<file path="src/rtl/mips_core_pkg.sv">
// rtl/mips_core_pkg.sv - shared fetch/decode types for the mips core
package mips_core_pkg;

    localparam int ADDR_WIDTH = 32;

    // One fetched instruction with its PC, passed from fetch to decode.
    typedef struct packed {
        logic [31:0]           data;
        logic [ADDR_WIDTH-1:0] pc;
    } inst_entry_t;

endpackage

</file>
<file path="src/rtl/inst_queue_if.sv">
// rtl/inst_queue_if.sv - fetch-side and decode-side handshake of the instruction queue
interface inst_queue_if;
    import mips_core_pkg::*;

    logic                  i_valid;
    logic [31:0]           i_data;
    logic [ADDR_WIDTH-1:0] i_pc;
    logic                  o_ready;

    logic                  o_valid;
    logic [31:0]           o_data;
    logic [ADDR_WIDTH-1:0] o_pc;
    logic                  i_ready;

    // The queue is the slave; fetch/decode (or a bench) drive as master.
    modport slave (
        input  i_valid, i_data, i_pc, i_ready,
        output o_ready, o_valid, o_data, o_pc
    );

    modport master (
        output i_valid, i_data, i_pc, i_ready,
        input  o_ready, o_valid, o_data, o_pc
    );

endinterface

</file>
<file path="src/rtl/inst_queue_storage.sv">
// rtl/inst_queue_storage.sv - entry array with synchronous write and asynchronous read
module inst_queue_storage
    import mips_core_pkg::*;
#(
    parameter  int DEPTH = 4,
    localparam int PTR_W = $clog2(DEPTH)
) (
    input  logic              clk,
    input  logic              we,
    input  logic [PTR_W-1:0]  waddr,
    input  inst_entry_t       wdata,
    input  logic [PTR_W-1:0]  raddr,
    output inst_entry_t       rdata
);

    // Contents are intentionally not reset; validity is tracked by the pointers.
    inst_entry_t mem [DEPTH];

    always_ff @(posedge clk) begin
        if (we) begin
            mem[waddr] <= wdata;
        end
    end

    assign rdata = mem[raddr];

endmodule

</file>
<file path="src/rtl/inst_queue.sv">
// rtl/inst_queue.sv - show-ahead circular FIFO between instruction fetch and decode
module inst_queue
    import mips_core_pkg::*;
#(
    parameter  int DEPTH = 4,
    localparam int PTR_W = $clog2(DEPTH)
) (
    input  logic             clk,
    input  logic             rst_n,
    inst_queue_if.slave      q,
    input  logic             i_flush,
    output logic [PTR_W:0]   o_count
);

    localparam logic [PTR_W:0]   FULL_CNT = (PTR_W+1)'(DEPTH);
    localparam logic [PTR_W:0]   CNT_ONE  = 1;
    localparam logic [PTR_W-1:0] PTR_ONE  = 1;

    logic [PTR_W-1:0] head;
    logic [PTR_W-1:0] tail;
    logic [PTR_W:0]   count;
    logic             push;
    logic             pop;
    inst_entry_t      wr_entry;
    inst_entry_t      rd_entry;

    // Flow control comes only from registered occupancy, never from i_ready.
    assign q.o_ready = (count != FULL_CNT);
    assign q.o_valid = (count != '0);

    assign push = q.i_valid & q.o_ready & ~i_flush;
    assign pop  = q.o_valid & q.i_ready & ~i_flush;

    assign wr_entry.data = q.i_data;
    assign wr_entry.pc   = q.i_pc;

    inst_queue_storage #(.DEPTH(DEPTH)) u_storage (
        .clk   (clk),
        .we    (push),
        .waddr (tail),
        .wdata (wr_entry),
        .raddr (head),
        .rdata (rd_entry)
    );

    // Stale storage is masked so an empty queue presents zeros.
    assign q.o_data = q.o_valid ? rd_entry.data : '0;
    assign q.o_pc   = q.o_valid ? rd_entry.pc   : '0;
    assign o_count  = count;

    always_ff @(posedge clk or negedge rst_n) begin
        if (!rst_n) begin
            head  <= '0;
            tail  <= '0;
            count <= '0;
        end else if (i_flush) begin
            head  <= '0;
            tail  <= '0;
            count <= '0;
        end else begin
            if (push) begin
                tail <= tail + PTR_ONE;
            end
            if (pop) begin
                head <= head + PTR_ONE;
            end
            case ({push, pop})
                2'b10:   count <= count + CNT_ONE;
                2'b01:   count <= count - CNT_ONE;
                default: count <= count;
            endcase
        end
    end

endmodule

</file>
<file path="src/flat_wrapper.sv">
// flat-port wrapper written by rule: the top's interface ports become plain ports
module inst_queue_flat import mips_core_pkg::*;
#(
    parameter  int DEPTH = 4,
    localparam int PTR_W = $clog2(DEPTH)
)
  (clk, rst_n, i_flush, o_count, q_i_valid, q_i_data, q_i_pc, q_i_ready, q_o_ready, q_o_valid, q_o_data, q_o_pc);
  inst_queue_if q_i ();
  input  logic clk;
  input  logic rst_n;
  input  logic i_flush;
  output logic [PTR_W:0] o_count;
  input wire logic [$bits(q_i.i_valid)-1:0] q_i_valid;
  input wire logic [$bits(q_i.i_data)-1:0] q_i_data;
  input wire logic [$bits(q_i.i_pc)-1:0] q_i_pc;
  input wire logic [$bits(q_i.i_ready)-1:0] q_i_ready;
  output wire logic [$bits(q_i.o_ready)-1:0] q_o_ready;
  output wire logic [$bits(q_i.o_valid)-1:0] q_o_valid;
  output wire logic [$bits(q_i.o_data)-1:0] q_o_data;
  output wire logic [$bits(q_i.o_pc)-1:0] q_o_pc;
  assign q_i.i_valid = q_i_valid;
  assign q_i.i_data = q_i_data;
  assign q_i.i_pc = q_i_pc;
  assign q_i.i_ready = q_i_ready;
  assign q_o_ready = q_i.o_ready;
  assign q_o_valid = q_i.o_valid;
  assign q_o_data = q_i.o_data;
  assign q_o_pc = q_i.o_pc;
  inst_queue #(.DEPTH(DEPTH)) u_core (.clk(clk), .rst_n(rst_n), .q(q_i), .i_flush(i_flush), .o_count(o_count));
endmodule
</file>
<file path="config.mk">
export PLATFORM = sky130hd
export DESIGN_NAME = inst_queue_flat
export DESIGN_NICKNAME = d
export VERILOG_FILES = /design/src/rtl/mips_core_pkg.sv /design/src/rtl/inst_queue_if.sv /design/src/rtl/inst_queue_storage.sv /design/src/rtl/inst_queue.sv /design/src/flat_wrapper.sv
export SDC_FILE = /design/constraint.sdc
export NUM_CORES = 1
export LEC_CHECK = 0
export ABC_AREA = 0
export BUFFER_PORTS_ARGS = -buffer_cell sky130_fd_sc_hd__buf_2
export CELL_PAD_IN_SITES_DETAIL_PLACEMENT = 0
export CELL_PAD_IN_SITES_GLOBAL_PLACEMENT = 1
export CORE_ASPECT_RATIO = 0.8
export CORE_MARGIN = 3
export CORE_UTILIZATION = 30
export CTS_BUF_LIST = sky130_fd_sc_hd__clkbuf_4 sky130_fd_sc_hd__clkbuf_8 sky130_fd_sc_hd__clkbuf_16
export CTS_CLUSTER_DIAMETER = 100
export CTS_CLUSTER_SIZE = 16
export DETAILED_ROUTE_END_ITERATION = 6
export PLACE_DENSITY_LB_ADDON = 0.1
export REMOVE_ABC_BUFFERS = 1
export SLEW_MARGIN = 0
export SYNTH_ARGS = -nofsm -noshare
export SYNTH_HDL_FRONTEND = slang
export SYNTH_SLANG_ARGS = --single-unit
</file>
<file path="constraint.sdc">
create_clock -name clk -period 9 [get_ports clk]
set_input_delay 0 -clock clk [delete_from_list [all_inputs] [get_ports clk]]
set_output_delay 0 -clock clk [all_outputs]
set_load 0.005 [all_outputs]
</file>
# After elaboration in Yosys (flattened, before gate mapping)
# Memory sizes are Yosys's and may differ from the RTL's.
# Index checks and enable logic that the tools add are counted.
# word_totals
memories,1
in_bits,69
wordCells,30
reg_bits,7
ramBits,256
out_inout_bits,69
# mem_list
memory,words,word_bits,read_ports,rd_clocked_by_memory_dff,wr,line_no,rtl
u_core.u_storage.mem,4,64,1,0,1,inst_queue_storage.sv:17,inst_entry_t mem [DEPTH];
# classes
eq_ne,3
bitwise_logic,5
n_addsub,4
mux,10
reduce_logical,4
# op_table
cell,count
2-to-1 mux 32 bit,2
2-to-1 mux 2 bit,4
case mux 3 bit (2 select lines),1
nonzero test 3 bit,2
"adder 2 x 1 -> 2 bit, second input constant",2
AND 1 bit,4
nonzero test 2 bit,2
"adder 3 x 1 -> 3 bit, second input constant",1
2-to-1 mux 3 bit,1
"inequality test 3 bit, second input constant",1
"subtractor 3 x 1 -> 3 bit, second input constant",1
"equality test 2 x 1 -> 1 bit, second input constant",1
"equality test 2 bit, second input constant",1
2-to-1 mux 1 bit,2
NOT 1 bit,1

# Logic depth before layout (Yosys ltp)
# depth
ltp_word,6
depth_mapped,7
mapped_depth_nobuf,6

# Hierarchy
# A second synthesis with hierarchy kept.
# hier_totals
hier_cells,467
hier_area_um2,10352.4
# modules_own_cells
mod,instances,cells_each,seq_area_each_um2,area_per_inst_um2
inst_queue_storage,1,338,7687.4,9341.5
inst_queue,1,129,175.2,1011.0

# Worst setup path before layout
# Ideal clock, no wire load.
# synth_path
kind,register to register
startpoint,reg u_core.count[0] (netlist: u_core.o_count[0])
endpoint,mem u_core.u_storage.mem[0][0] (netlist name) (enable)
t_required_ps,8571
period_less_slack_ps,2934
path_slack_ps,6066
setup_time_ps,429
arrival_ps,2505
path_stages_with_launch,5
path_buffers,1
cell_sequence,dfrtp_1 buf_2 nor3b_2 nor3_1 and2_1
# synth_via
elab_chain_cells,5
# synth_lines
element,line_no,rtl
"start, declared",inst_queue.sv:21,logic [PTR_W:0] count;
"start signal, assigned",inst_queue.sv:68,2'b10: count <= count + CNT_ONE;
"start signal, assigned",inst_queue.sv:69,2'b01: count <= count - CNT_ONE;
"start signal, assigned",inst_queue.sv:70,default: count <= count;
inequality test 3 bit,inst_queue.sv:28,assign q.o_ready = (count != FULL_CNT);
AND 1 bit (2 in series),inst_queue.sv:31,assign push = q.i_valid & q.o_ready & ~i_flush;
2-to-1 mux 1 bit,inst_queue_storage.sv:20,if (we) begin
2-to-1 mux 1 bit (implied by the code),inst_queue_storage.sv:21,mem[waddr] <= wdata;
"end, declared",inst_queue_storage.sv:17,
# No other way between the ends.

# Worst setup path in the final report
# layout_path
startpoint,reg u_core.head[0]
endpoint,out q_o_data[0]
# layout_via
elab_chain_cells,2
# layout_lines
element,line_no,rtl
"start, declared",inst_queue.sv:19,logic [PTR_W-1:0] head;
"start signal, assigned",inst_queue.sv:65,head <= head + PTR_ONE;
memory (4 x 64 bit),--,
2-to-1 mux 32 bit,inst_queue.sv:47,assign q.o_data = q.o_valid ? rd_entry.data : '0;
"end, declared",flat_wrapper.sv:19,output wire logic [$bits(q_i.o_data)-1:0] q_o_data;
# No other way between the ends.

==> run metrics <==
outcome=complete, no violations; WL/cell=19.7 um; CP Max Fanout=37; average size of a mapped cell=21.8 um^2; ys flop type=edfxtp_1; cell count of the worst reg-to-reg path=4; largest net degree at the start of global routing=66; clk sinks=263; Ports=138; Post-CTS Hold Buffers=70; Setup TNS=0 ns; postcts setup bufs=0; Hold Path Stages=2; min-delay src=q_i_pc[25]; diodes inserted=0; Via density=4.58; die span in y=171 um; Max Root-Sink Buffers=3; gr ovfl total=0; fmax=0.326 GHz; CTS clk-pin slew, worst paths=0.08 ns; detailed-route via count=5082; Storage cell area=0.00787 mm^2; synthesized cell area=0.0102 mm^2; Slowest-stage cell, CP=dfrtp_4; Max VDD drop=127 uV; die area=0.0363 mm^2; Req. time, crit path=9.00 ns; Final Skew=0.0147 ns; RD Place Congestion=0.663; flop-to-flop setup slack=6.18 ns; commonest non-fill, non-tap cell in the layout=edfxtp_1; Worst-Margin Slew=1.09 ns; Post-synth EDFFs=256; FILL cells=3095; R2R Path Start=u_core.o_count[0]$_DFFE_PN0P_; Worst EP arrival=3.06 ns; Tmin final=3.06 ns; P&R area growth vs syn=23.6%; global-route wire length before repair=33300 um; Setup Viol. Count Final=0; Starting Density=0.309; post-synthesis sequential area ratio=0.769; Root Buffer=clkbuf_16; Finished Layout Cells=1110; Antenna Nets Post-Route=0; Power Density=215 mW/mm^2; relative slew slack=0.275; most frequent cells in the layout=edfxtp_1 (256), buf_2 (137), dlygate4sd3_1 (70); top cell family by delay on the critical path=buffers and inverters; core area=0.0331 mm^2; critical path class=flop to output pin; Yosys cell types=34; depth of the CTS H-tree=1; final worst-path cycle share=0.340; CP cell instances=buf_4 -> mux4_2 -> and2_1 -> buf_2; initial antenna violation count=0; DRC violations left=0; Pleak=4.29 nW; worst skew pair latency=0.50 ns; HPWL after DPL=12600 um; hold crit path type=input pin to flop; CP max stage delay=0.85 ns; Pre-antenna DRT Iters=6; Critical path buffers and inverters=2; multi-input logic area=0.00220 mm^2; Ys Warns=0; CTS tree=done; number of global-route vias before repair=5666; CTS Buf Count=20; share of cells above drive strength 1=0.359; Mapped Cells=468; Tot GR Track Use=0.120; Final Hold Fails=0; max cap viols=0; startpoint types=flop; DR iter-0 viols=212; Die W=212 um; CP Capture Type=output pin; Pins Over Slew Limit=0; placed insts=1012; fin nets=751; reg-to-reg endpoint=u_core.u_storage.mem[3][17]$_DFFE_PP_; RSZ-0062 raised after global routing=no; WHS Endpoint=u_core.u_storage.mem[1][25]$_DFFE_PP_; Seq cells post-synth=263; Rows=59; Post-CTS Resized=0; Buffers on Ports=137; Final Core Density=0.382; Total Wirelength=21900 um; Post-synth ARST share=0.0266; Pwr Total=0.00271 W
## stage by stage
stage	hold slack (ns)	cell area [um^2]	setup slack [ns]
detailed placement	-0.135	11400	6.12
global route	0.243	12600	5.63
finish	0.255	12600	5.94
CTS	0.221	12600	5.76
floorplan	-0.296	10100	5.43
global placement	-0.142	11400	6.27
## worst max-delay path by stage
stage	end	from	cells past startpoint	slack (ns)
2_1_floorplan	u_core.head[1]$_DFFE_PN0P_	u_core.head[0]$_DFFE_PN0P_	3	5.43
3_3_place_gp	u_core.u_storage.mem[2][30]$_DFFE_PP_	u_core.o_count[0]$_DFFE_PN0P_	4	6.27
3_5_place_dp	u_core.u_storage.mem[3][30]$_DFFE_PP_	u_core.o_count[0]$_DFFE_PN0P_	4	6.12
4_1_cts	q_o_data[18]	u_core.head[0]$_DFFE_PN0P_	4	5.76
5_1_grt	q_o_data[18]	u_core.head[0]$_DFFE_PN0P_	4	5.63
6_report	q_o_data[0]	u_core.head[0]$_DFFE_PN0P_	4	5.94
## cell type report
| type | count | area share |
|---|---|---|
| repair buffers | 213 | 0.113 |
| clock inverters | 1 | 0.000891 |
| flip-flops and latches | 263 | 0.623 |
| inverters | 5 | 0.00148 |
| multi-input cells | 174 | 0.174 |
| clock buffers | 27 | 0.0451 |
| well taps | 427 | 0.0423 |
## report_power, final
part | total, W | internal, W | switching (W)
sequential | 0.00143 | 0.00139 | 0.0000469
clock | 0.000828 | 0.000443 | 0.000385
combinational | 0.000452 | 0.000244 | 0.000208
total | 0.00271 | 0.00207 | 0.000640
## state kept, by name (all words and copies together) (netlist names)
name	cells
u_core.u_storage.mem	256
u_core.o_count	3
u_core.head	2
u_core.tail	2
## logic make-up after synthesis
kind of cell               share of synthesized area
AOI/OAI and AO/OA                             0.0113
xor gates and xnor gates                     0.00257
adders and majority gates                    0.00685
buffers and inverters                         0.0165
DFF                                            0.769
muxes                                          0.142
and+or+nand+nor                               0.0518
## synth_stat cells (all sizes together), types with 2 or more instances
cell	number	area share
and2	68	0.042
buf	16	0.011
nand3	2	0.00098
nor2	5	0.0018
a31oi	2	0.0012
o311ai	2	0.0017
dfrtp	7	0.017
edfxtp	256	0.75
nor3	2	0.00098
o21ai	2	0.00098
a21oi	3	0.0015
xor2	3	0.0026
nand3b	2	0.0015
clkbuf	10	0.0038
inv	5	0.0018
mux4	64	0.14
ha	4	0.0049
## routing by layer
| metal | vias to the layer above | wire length [um] | track usage |
|---|---|---|---|
| met2 | 101 | 10900 | 0.212 |
| met3 | 24 | 730 | 0.0185 |
| met4 | 0 | 421 | 0.0257 |
| met5 | - | 0 | 0 |
| met1 | 2646 | 9820 | 0.158 |
| li1 | 2311 | - | - |
Note: power is estimated with default switching activity, not from simulation.
